**src/rtl/alu_seq_pkg.sv**
```systemverilog
// alu_seq_pkg: shared widths, ALU op encodings, FSM state encoding and the
// operand-latch record used by the alu_seq command sequencer.
package alu_seq_pkg;

    localparam int DW   = 8;   // data width
    localparam int RW   = 2;   // register index width
    localparam int NREG = 4;   // register count

    // ALU op encodings driven on alu_op
    localparam logic [1:0] OP_ADD    = 2'b00;
    localparam logic [1:0] OP_ADD1   = 2'b01;
    localparam logic [1:0] OP_AND    = 2'b10;
    localparam logic [1:0] OP_GENBIT = 2'b11;

    typedef enum logic [1:0] {
        S_IDLE = 2'd0,
        S_EXEC = 2'd1,
        S_WB   = 2'd2
    } state_t;

    // Everything captured at command acceptance. Operands are read from the
    // register file at that point, so a later write to the same register
    // cannot change the command already in flight.
    typedef struct packed {
        logic [1:0]    op;
        logic [RW-1:0] dst;
        logic [DW-1:0] a;
        logic [DW-1:0] b;
    } operand_t;

endpackage

```
**src/rtl/alu_seq_regfile.sv**
```systemverilog
// alu_seq_regfile: 4x8 register file.
// Ports:
//   clk, reset        - clock, synchronous active-high clear of all entries
//   we, waddr, wdata  - synchronous write port
//   ra_addr / ra_data - combinational read port (A operand)
//   rb_addr / rb_data - combinational read port (B operand)
//   rd_addr / rd_data - combinational read port (debug)
module alu_seq_regfile
    import alu_seq_pkg::*;
(
    input  logic          clk,
    input  logic          reset,
    input  logic          we,
    input  logic [RW-1:0] waddr,
    input  logic [DW-1:0] wdata,
    input  logic [RW-1:0] ra_addr,
    output logic [DW-1:0] ra_data,
    input  logic [RW-1:0] rb_addr,
    output logic [DW-1:0] rb_data,
    input  logic [RW-1:0] rd_addr,
    output logic [DW-1:0] rd_data
);

    logic [DW-1:0] mem [NREG];

    // Reset wins over a write in the same cycle, which is what discards an
    // in-flight command's write-back.
    always_ff @(posedge clk) begin
        if (reset) begin
            for (int i = 0; i < NREG; i++) begin
                mem[i] <= '0;
            end
        end else if (we) begin
            mem[waddr] <= wdata;
        end
    end

    assign ra_data = mem[ra_addr];
    assign rb_data = mem[rb_addr];
    assign rd_data = mem[rd_addr];

endmodule

```
**src/rtl/alu_seq.sv**
```systemverilog
// alu_seq: command sequencer in front of the 8-bit combinational micro ALU.
// Accepts one command per 3 cycles (IDLE -> EXEC -> WB), latches its
// operands, presents them to the ALU for the EXEC cycle and writes the ALU
// result back to the register file and the carry/zero flags.
//
// Handshake: a command transfers on a rising edge where cmd_valid and
// cmd_ready are both high. cmd_ready is high only in IDLE with reset low,
// and never depends on cmd_valid. The command fields are sampled only on
// that edge; cmd_valid is ignored at all other times.
//
// Ports:
//   clk, reset                   - clock, synchronous active-high reset
//   cmd_valid / cmd_ready        - command handshake
//   cmd_op, cmd_dst, cmd_srca,
//   cmd_srcb, cmd_imm_sel, cmd_imm - command fields
//   alu_a, alu_b, alu_cin, alu_op - to the ALU (held from operand latch)
//   alu_result, alu_cout          - from the ALU
//   done, done_data               - write-back pulse and written value
//   carry, zero                   - status flags of last completed command
//   rd_addr / rd_data             - combinational debug register read
module alu_seq
    import alu_seq_pkg::*;
(
    input  logic          clk,
    input  logic          reset,
    input  logic          cmd_valid,
    output logic          cmd_ready,
    input  logic [1:0]    cmd_op,
    input  logic [RW-1:0] cmd_dst,
    input  logic [RW-1:0] cmd_srca,
    input  logic [RW-1:0] cmd_srcb,
    input  logic          cmd_imm_sel,
    input  logic [DW-1:0] cmd_imm,
    output logic [DW-1:0] alu_a,
    output logic [DW-1:0] alu_b,
    output logic          alu_cin,
    output logic [1:0]    alu_op,
    input  logic [DW-1:0] alu_result,
    input  logic          alu_cout,
    output logic          done,
    output logic [DW-1:0] done_data,
    output logic          carry,
    output logic          zero,
    input  logic [RW-1:0] rd_addr,
    output logic [DW-1:0] rd_data
);

    state_t        state;
    state_t        state_next;
    operand_t      opnd_q;
    logic          accept;
    logic          rf_we;
    logic [DW-1:0] rf_a;
    logic [DW-1:0] rf_b;

    alu_seq_regfile u_regfile (
        .clk     (clk),
        .reset   (reset),
        .we      (rf_we),
        .waddr   (opnd_q.dst),
        .wdata   (alu_result),
        .ra_addr (cmd_srca),
        .ra_data (rf_a),
        .rb_addr (cmd_srcb),
        .rb_data (rf_b),
        .rd_addr (rd_addr),
        .rd_data (rd_data)
    );

    // State register
    always_ff @(posedge clk) begin
        if (reset) begin
            state <= S_IDLE;
        end else begin
            state <= state_next;
        end
    end

    // Next state and control outputs
    always_comb begin
        state_next = state;
        cmd_ready  = 1'b0;
        rf_we      = 1'b0;
        case (state)
            S_IDLE: begin
                cmd_ready = ~reset;
                if (cmd_valid && !reset) begin
                    state_next = S_EXEC;
                end
            end
            S_EXEC: begin
                // ALU output is written straight back at the end of EXEC;
                // there is no pipeline register between the ALU and the rf.
                rf_we      = 1'b1;
                state_next = S_WB;
            end
            S_WB: begin
                state_next = S_IDLE;
            end
            default: begin
                state_next = S_IDLE;
            end
        endcase
    end

    assign accept = cmd_valid & cmd_ready;

    // Operand latch, flags and write-back status
    always_ff @(posedge clk) begin
        if (reset) begin
            opnd_q    <= '0;
            carry     <= 1'b0;
            zero      <= 1'b0;
            done      <= 1'b0;
            done_data <= '0;
        end else begin
            done <= (state == S_EXEC);
            if (accept) begin
                opnd_q.op  <= cmd_op;
                opnd_q.dst <= cmd_dst;
                opnd_q.a   <= rf_a;
                opnd_q.b   <= cmd_imm_sel ? cmd_imm : rf_b;
            end
            if (state == S_EXEC) begin
                carry     <= alu_cout;
                zero      <= (alu_result == '0);
                done_data <= alu_result;
            end
        end
    end

    assign alu_a   = opnd_q.a;
    assign alu_b   = opnd_q.b;
    assign alu_op  = opnd_q.op;
    assign alu_cin = carry;

endmodule

```
**config.mk**
```make
export PLATFORM = sky130hd
export DESIGN_NAME = alu_seq
export DESIGN_NICKNAME = d
export VERILOG_FILES = /design/src/rtl/alu_seq_pkg.sv /design/src/rtl/alu_seq_regfile.sv /design/src/rtl/alu_seq.sv
export SDC_FILE = /design/constraint.sdc
export NUM_CORES = 1
export LEC_CHECK = 0
export BUFFER_PORTS_ARGS = -buffer_cell sky130_fd_sc_hd__buf_2
export CAP_MARGIN = 40
export CORE_MARGIN = 2
export CORE_UTILIZATION = 40
export CTS_CLUSTER_SIZE = 20
export DETAILED_ROUTE_END_ITERATION = 7
export GPL_ROUTABILITY_DRIVEN = 0
export MAX_ROUTING_LAYER = met4
export PLACE_DENSITY = 0.64
export REMOVE_ABC_BUFFERS = 1
export SYNTH_ARGS = -nofsm -noshare
export SYNTH_HDL_FRONTEND = slang
export SYNTH_SLANG_ARGS = --single-unit
```
**constraint.sdc**
```tcl
create_clock -name clk -period 1.75 [get_ports clk]
set_clock_uncertainty 0.1 [all_clocks]
set_input_delay 0.175 -clock clk [delete_from_list [all_inputs] [get_ports clk]]
set_output_delay 0.175 -clock clk [all_outputs]
set_load 0.005 [all_outputs]
```
==> impl_results.md, run 1 <==
- Max-cap violations: 0
- CP bufs+invs: 1
- Worst vdd ir: 0.000526 V
- CP Launch Type: register
- Leakage: 1.52 nW
- Die X: 92.8 µm
- Slew HR: 0.760
- Layout cells sized above 1: 0.389
- Cells after Synth: 274
- Die footprint: 8620 µm²
- Switch share: 0.233
- Placed instance area: 3500 µm²
- Final setup violation count: 0
- Wirelength, routed: 6.73 mm
- Seq/Total Area, Yosys: 0.514
- ANT cells: 0
- Final Hold Viols: 0
- Count of different cell masters after synthesis: 25
- Port Buffers: 69
- Area contributors post-synth: edfxtp_1 30%, dfxtp_1 21%, mux4_2 11%, and2_1 6.3%, mux2_2 5.7%
- Vias in the first global route: 2183
- Fmax: 0.590 GHz
- Dpl hpwl: 5.07 mm
- Postcts setup bufs: 0
- Area grow syn2layout: 19.2%
- Worst hold slack: 0.0263 ns
- Initial Util: 0.411
- TritonRoute pass-1 iters: 4
- Logic pwr share: 0.116
- Hold/Removal Path Class: in2reg
- Critical path's largest stage delay: 0.51 ns
- Cell Pwr Density: 929 nW/µm²
- Yosys warns: 0
- Clk Latency, worst-skew pair: 0.34 ns
- Total track usage: 0.167
- Worst Path Required: 1.47 ns
- Ys async rst share: 0
- Critical Path AT: 1.42 ns
- Count leader, synth: nand2_1
- Number of synthesized register bits: 65
- Fin. max-slew vios: 0
- Synthesized cell area: 3160 µm²
- Flop pwr share: 0.491
- Top FF cell, synth: dfxtp_1
- Routed WL per cell: 15.3 µm
- Routed Antenna Nets: 0
- H-tree levels: 3
- Crit Path Class: reg2out
- Worst-path cell with the longest stage delay: mux4_2
- Initial antenna violation count: 0
- Post-synth top area cell: edfxtp_1
- Final critical-path share of the clock period: 0.969
- Final instance area: 3760 µm²
- # IOs: 70
- Unrepaired setup endpoints after global routing: no
- Worst-path clk slew: 0.07 ns
- Slew @ Worst Pin: 0.355 ns
- CTS sink count: 65
- Switching pwr: 0.816 mW
- FILL cells: 717
- Share of the synthesized area in the top cell type: 0.304
- Clock share of power: 0.393
- Largest net degree at the start of global routing: 30
- CTS Buffer Depth: 2
- # rows: 32
- CP endpoint kind: output port
- Outcome: complete, no violations
- Synth cell count leaders: 43 x nand2_1, 33 x dfxtp_1, 32 x and2_1, 32 x edfxtp_1, 22 x a21oi_1
- Post-Syn Area per Cell: 11.5 µm²
- Core footprint: 7690 µm²
- Cell-internal power: 2.68 mW
- Total gr overflow: 0
- Vias: 2248
- Remaining DRCs: 0
- Crit path time final: 1.70 ns
- Chip height: 92.8 µm
- CP cell instances: mux4_2, buf_2
- Top delay family on crit path: multiplexers
- First-pass GRT wire length: 10.9 mm
- Vias per inst: 5.10
- Post-CTS Resized: 0
- DRT iter0 DRCs: 103
- Root buf cell: clkbuf_8
- CTS Buf Count: 9
- Crit Path Max Fanout: 3
- CTS tree: yes
- Post-synth EDFFs: 32
- Nets: 365
==> worst register-to-register path, cell delays in order, from the launching register on <==
cell and delay (ns):
dfxtp_1 0.33, nand2b_1 0.20, nor4b_1 0.35, or2_2 0.29
==> kinds of logic after synthesis <==
group | after synthesis | share of synthesized area
compound gates | 39 | 0.0820
buf+inv | 38 | 0.0745
flops | 65 | 0.514
mux | 32 | 0.171
simple gates | 100 | 0.159
==> registers in the layout (all words and copies together), names as in the netlist <==
name / flops
state: 2
alu_cin: 1
done: 1
opnd_q: 2
alu_a: 8
alu_b: 8
done_data: 8
alu_op: 2
zero: 1
u_regfile.mem: 32
==> final timing paths <==
| kind | from | to | slack, ns | cells after the start |
|---|---|---|---|---|
| hold reg to reg | alu_a[4] | alu_a[4] | 0.35 | 2 |
| setup / recovery | u_regfile.mem[2][4] | rd_data[4] | 0.05 | 2 |
| setup reg to reg | state[1] | u_regfile.mem[2][0] | 0.17 | 3 |
| hold / removal | alu_result[2] | done_data[2] | 0.03 | 3 |
==> layer usage <==
| layer | vias up | wire, µm | global-route usage |
|---|---|---|---|
| li1 | 1096 | - | - |
| met1 | 1081 | 3000 | 0.212 |
| met2 | 61 | 3330 | 0.261 |
| met3 | 10 | 333 | 0.0334 |
| met4 | 0 | 58 | 0.0699 |
| met5 | - | 0 | - |
==> final cells by class <==
cell class                      instances  area (µm²)  area share
Timing Repair Buffer                   86         498       0.132
Tap cell                              102         128      0.0339
Clock inverter                          5        80.1      0.0213
Inverter                                1        3.75    0.000998
Clock buffer                           11         131      0.0349
Multi-Input combinational cell        171        1300       0.346
Sequential cell                        65        1620       0.431
==> through the flow <==
stage	std cells	setup TNS (ns)	setup WS, ns	util	power, mW
2_1_floorplan	237	-4.12	-0.207	-	1.94
3_3_place_gp	420	0	0.210	0.455	2.14
3_5_place_dp	420	0	0.183	0.455	2.15
4_1_cts	441	0	0.0461	0.489	3.53
5_1_grt	441	0	0.0209	0.489	3.64
6_report	441	0	0.0540	0.489	3.50
==> power by group through the flow <==
stage / Clock, mW / Sequential [mW] / Combinational [mW]
6_report: 1.37 / 1.72 / 0.404
5_1_grt: 1.47 / 1.72 / 0.447
4_1_cts: 1.40 / 1.72 / 0.411
3_5_place_dp: 0 / 1.75 / 0.401
3_3_place_gp: 0 / 1.75 / 0.395
2_1_floorplan: 0 / 1.74 / 0.200
==> layout by cell type, fill, tap and decap left out, types with 2 or more instances in the layout <==
cell           count
nor4_1             3
nor4b_1            2
and2_1            32
mux2_2            16
clkbuf_8           9
mux4_2            16
bufinv_16          2
or2_2              3
nor2_1            11
a222oi_1           8
nand2_1           43
buf_2             69
a21oi_1           22
buf_4             11
dfxtp_1           33
edfxtp_1          32
dlygate4sd3_1      5
clkbuf_1           2
a211oi_1           8
nor2b_1            2
==> timing repair <==
action	CTS	global route
hold buffers	5	0
endpoints found under the hold margin	5	0
setup endpoints to repair	0	0
Note: power is estimated with default switching activity, not from simulation.
==> run 2: changes to the inputs <==
--- a/config.mk
+++ b/config.mk
@@ -14,6 +14,7 @@
 export GPL_ROUTABILITY_DRIVEN = 0
 export MAX_ROUTING_LAYER = met4
 export PLACE_DENSITY = 0.64
+export RECOVER_POWER = 25
 export REMOVE_ABC_BUFFERS = 1
 export SYNTH_ARGS = -nofsm -noshare
 export SYNTH_HDL_FRONTEND = slang
==> run 2 against run 1 <==
- hold slack got worse by 0.0016 ns
- sequential share of layout area increased by 0.30 points
- clock-buffer cell count unchanged
- largest cell class unchanged
- flip-flop and latch count unchanged
- highest routed layer unchanged
==> impl_results.md, run 2 (synthesis gave the netlist of run 1 again) <==
- Outcome: complete, no violations (unchanged)
- Critical Path AT: 1.42 ns (about the same)
- Area grow syn2layout: 18.4% (was 19.2%)
- Clk Latency, worst-skew pair: 0.34 ns (about the same)
- Leakage: 1.45 nW (was 1.52 nW)
- CP Launch Type: register (unchanged)
- Final setup margin: 0.0505 ns (was 0.0540 ns)
- H-tree levels: 3 (unchanged)
- Crit path time final: 1.70 ns (about the same)
- Largest net degree at the start of global routing: 30 (unchanged)
- Most frequent cells in the layout: 54 x buf_2, 43 x nand2_1, 33 x dfxtp_1 (was 69 x buf_2, 43 x nand2_1, 33 x dfxtp_1)
- Nets: 365 (unchanged)
- Chip height: 92.8 µm (unchanged)
- Layout cells sized above 1: 0.339 (was 0.389)
- Crit Path Max Fanout: 3 (unchanged)
- Fin. max-slew vios: 0 (unchanged)
- Most common cell after layout, fill and taps aside: buf_2 (unchanged)
- DRT iter0 DRCs: 108 (was 103)
- # rows: 32 (unchanged)
- Routed Antenna Nets: 0 (unchanged)
- Worst reg2reg path depth: 3 (unchanged)
- R2R Path Start: state[1] (unchanged)
- CTS Buffer Depth: 2 (unchanged)
- Postcts setup bufs: 0 (unchanged)
- Port Buffers: 69 (unchanged)
- Vias in the first global route: 2183 (unchanged)
- Cell Pwr Density: 935 nW/µm² (was 929 nW/µm²)
- Placed instance area: 3500 µm² (unchanged)
- CTS tree: yes (unchanged)
- Total track usage: 0.167 (unchanged)
- Wirelength, routed: 6.76 mm (was 6.73 mm)
- Total gr overflow: 0 (unchanged)
- Worst Path Required: 1.47 ns (about the same)
- Final setup violation count: 0 (unchanged)
- Worst hold slack: 0.0247 ns (was 0.0263 ns)
- Vias per inst: 5.08 (was 5.10)
- Remaining DRCs: 0 (unchanged)
- CP endpoint kind: output port (unchanged)
- Slew HR: 0.673 (was 0.760)
- CTS sink count: 65 (unchanged)
- Fmax: 0.588 GHz (was 0.590 GHz)
- First-pass GRT wire length: 10.9 mm (unchanged)
- Max-cap violations: 0 (unchanged)
- Register-to-register setup slack: 0.17 ns (about the same)
- ANT cells: 0 (unchanged)
- Placed cell count: 420 (unchanged)
- Final instance area: 3740 µm² (was 3760 µm²)
- Die X: 92.8 µm (unchanged)
- Die footprint: 8620 µm² (unchanged)
- Hold/Removal Path Class: in2reg (unchanged)
- Vias: 2241 (was 2248)
- Final critical-path share of the clock period: 0.971 (was 0.969)
- Initial antenna violation count: 0 (unchanged)
- Worst hold endpoint: done_data[2] (unchanged)
- Hold_sp: alu_result[2] (unchanged)
- Routed WL per cell: 15.3 µm (about the same)
- Largest register by flop count: u_regfile.mem (unchanged)
- Non-filler instance count after layout: 441 (unchanged)
- # IOs: 70 (unchanged)
- CTS Buf Count: 9 (unchanged)
- Unrepaired setup endpoints after global routing: no (unchanged)
- DP Worst Slack: 0.183 ns (unchanged)
- Root buf cell: clkbuf_8 (unchanged)
- Worst-path clk slew: 0.07 ns (about the same)
- Worst vdd ir: 0.000527 V (was 0.000526 V)
- Crit Path Class: reg2out (unchanged)
- Core footprint: 7690 µm² (unchanged)
- Max reg flops: 32 (unchanged)
- Final Hold Viols: 0 (unchanged)
- Slew @ Worst Pin: 0.490 ns (was 0.355 ns)
- Worst hold stages: 3 (unchanged)
- Worst R2R End: u_regfile.mem[2][0] (unchanged)
- Dpl hpwl: 5.07 mm (unchanged)
- TritonRoute pass-1 iters: 4 (unchanged)
- Initial Util: 0.411 (unchanged)
-- run 2: cell count changes in the layout (fill, tap and decap cells not counted) --
cell      change
buf_4         -2
buf_2        -15
clkbuf_1     +17
-- run 2: what timing repair did --
item	4_1_cts	5_1_grt
hold endpoints to repair	5	0
resized for setup	0	0
hold buffers	5	0
-- run 2: layer usage --
metal	wire [µm]	GRT usage	vias up	part of all wire
li1	-	-	1097	-
met1	3060	0.212	1074	0.45
met2	3310	0.261	60	0.49
met3	293	0.0334	10	0.043
met4	95	0.0699	0	0.014
met5	0	-	-	0
-- run 2: worst max path at each step --
stage / startpoint / cells past startpoint / to / slack, ns
floorplan: state[1] / 3 / u_regfile.mem[1][0] / -0.21
global placement: state[1] / 3 / u_regfile.mem[2][3] / 0.21
detailed placement: cmd_srcb[0] / 4 / alu_b[0] / 0.18
CTS: u_regfile.mem[3][2] / 2 / rd_data[2] / 0.05
global route: u_regfile.mem[0][3] / 2 / rd_data[3] / 0.02
finish: u_regfile.mem[2][4] / 2 / rd_data[4] / 0.05
-- run 2: area by class of cell --
class | instances | area (µm²)
fill | 731 | 3950
sequential | 65 | 1620
multi-input combinational | 171 | 1300
timing repair buffer | 86 | 472
clock buffer | 11 | 131
tap | 102 | 128
clock inverter | 5 | 80.1
inverter | 1 | 3.75
-- run 2: critical path, stage by stage (launching register included) --
cell and delay, ns:
edfxtp_1 0.43, mux4_2 0.51, buf_2 0.15
-- run 2: metrics by stage --
stage          total power [mW]   util  setup TNS (ns)
3_3_place_gp               2.14  0.455               0
3_5_place_dp               2.15  0.455               0
6_report                   3.49  0.486               0
5_1_grt                    3.63  0.486               0
2_1_floorplan              1.94      -           -4.12
4_1_cts                    3.53  0.489               0
-- run 2: report_power, final --
part           switching, mW  internal, mW  leakage [nW]
clock network          0.577         0.801         0.101
registers             0.0489          1.67         0.600
logic                  0.195         0.203         0.745
total                  0.821          2.67          1.45
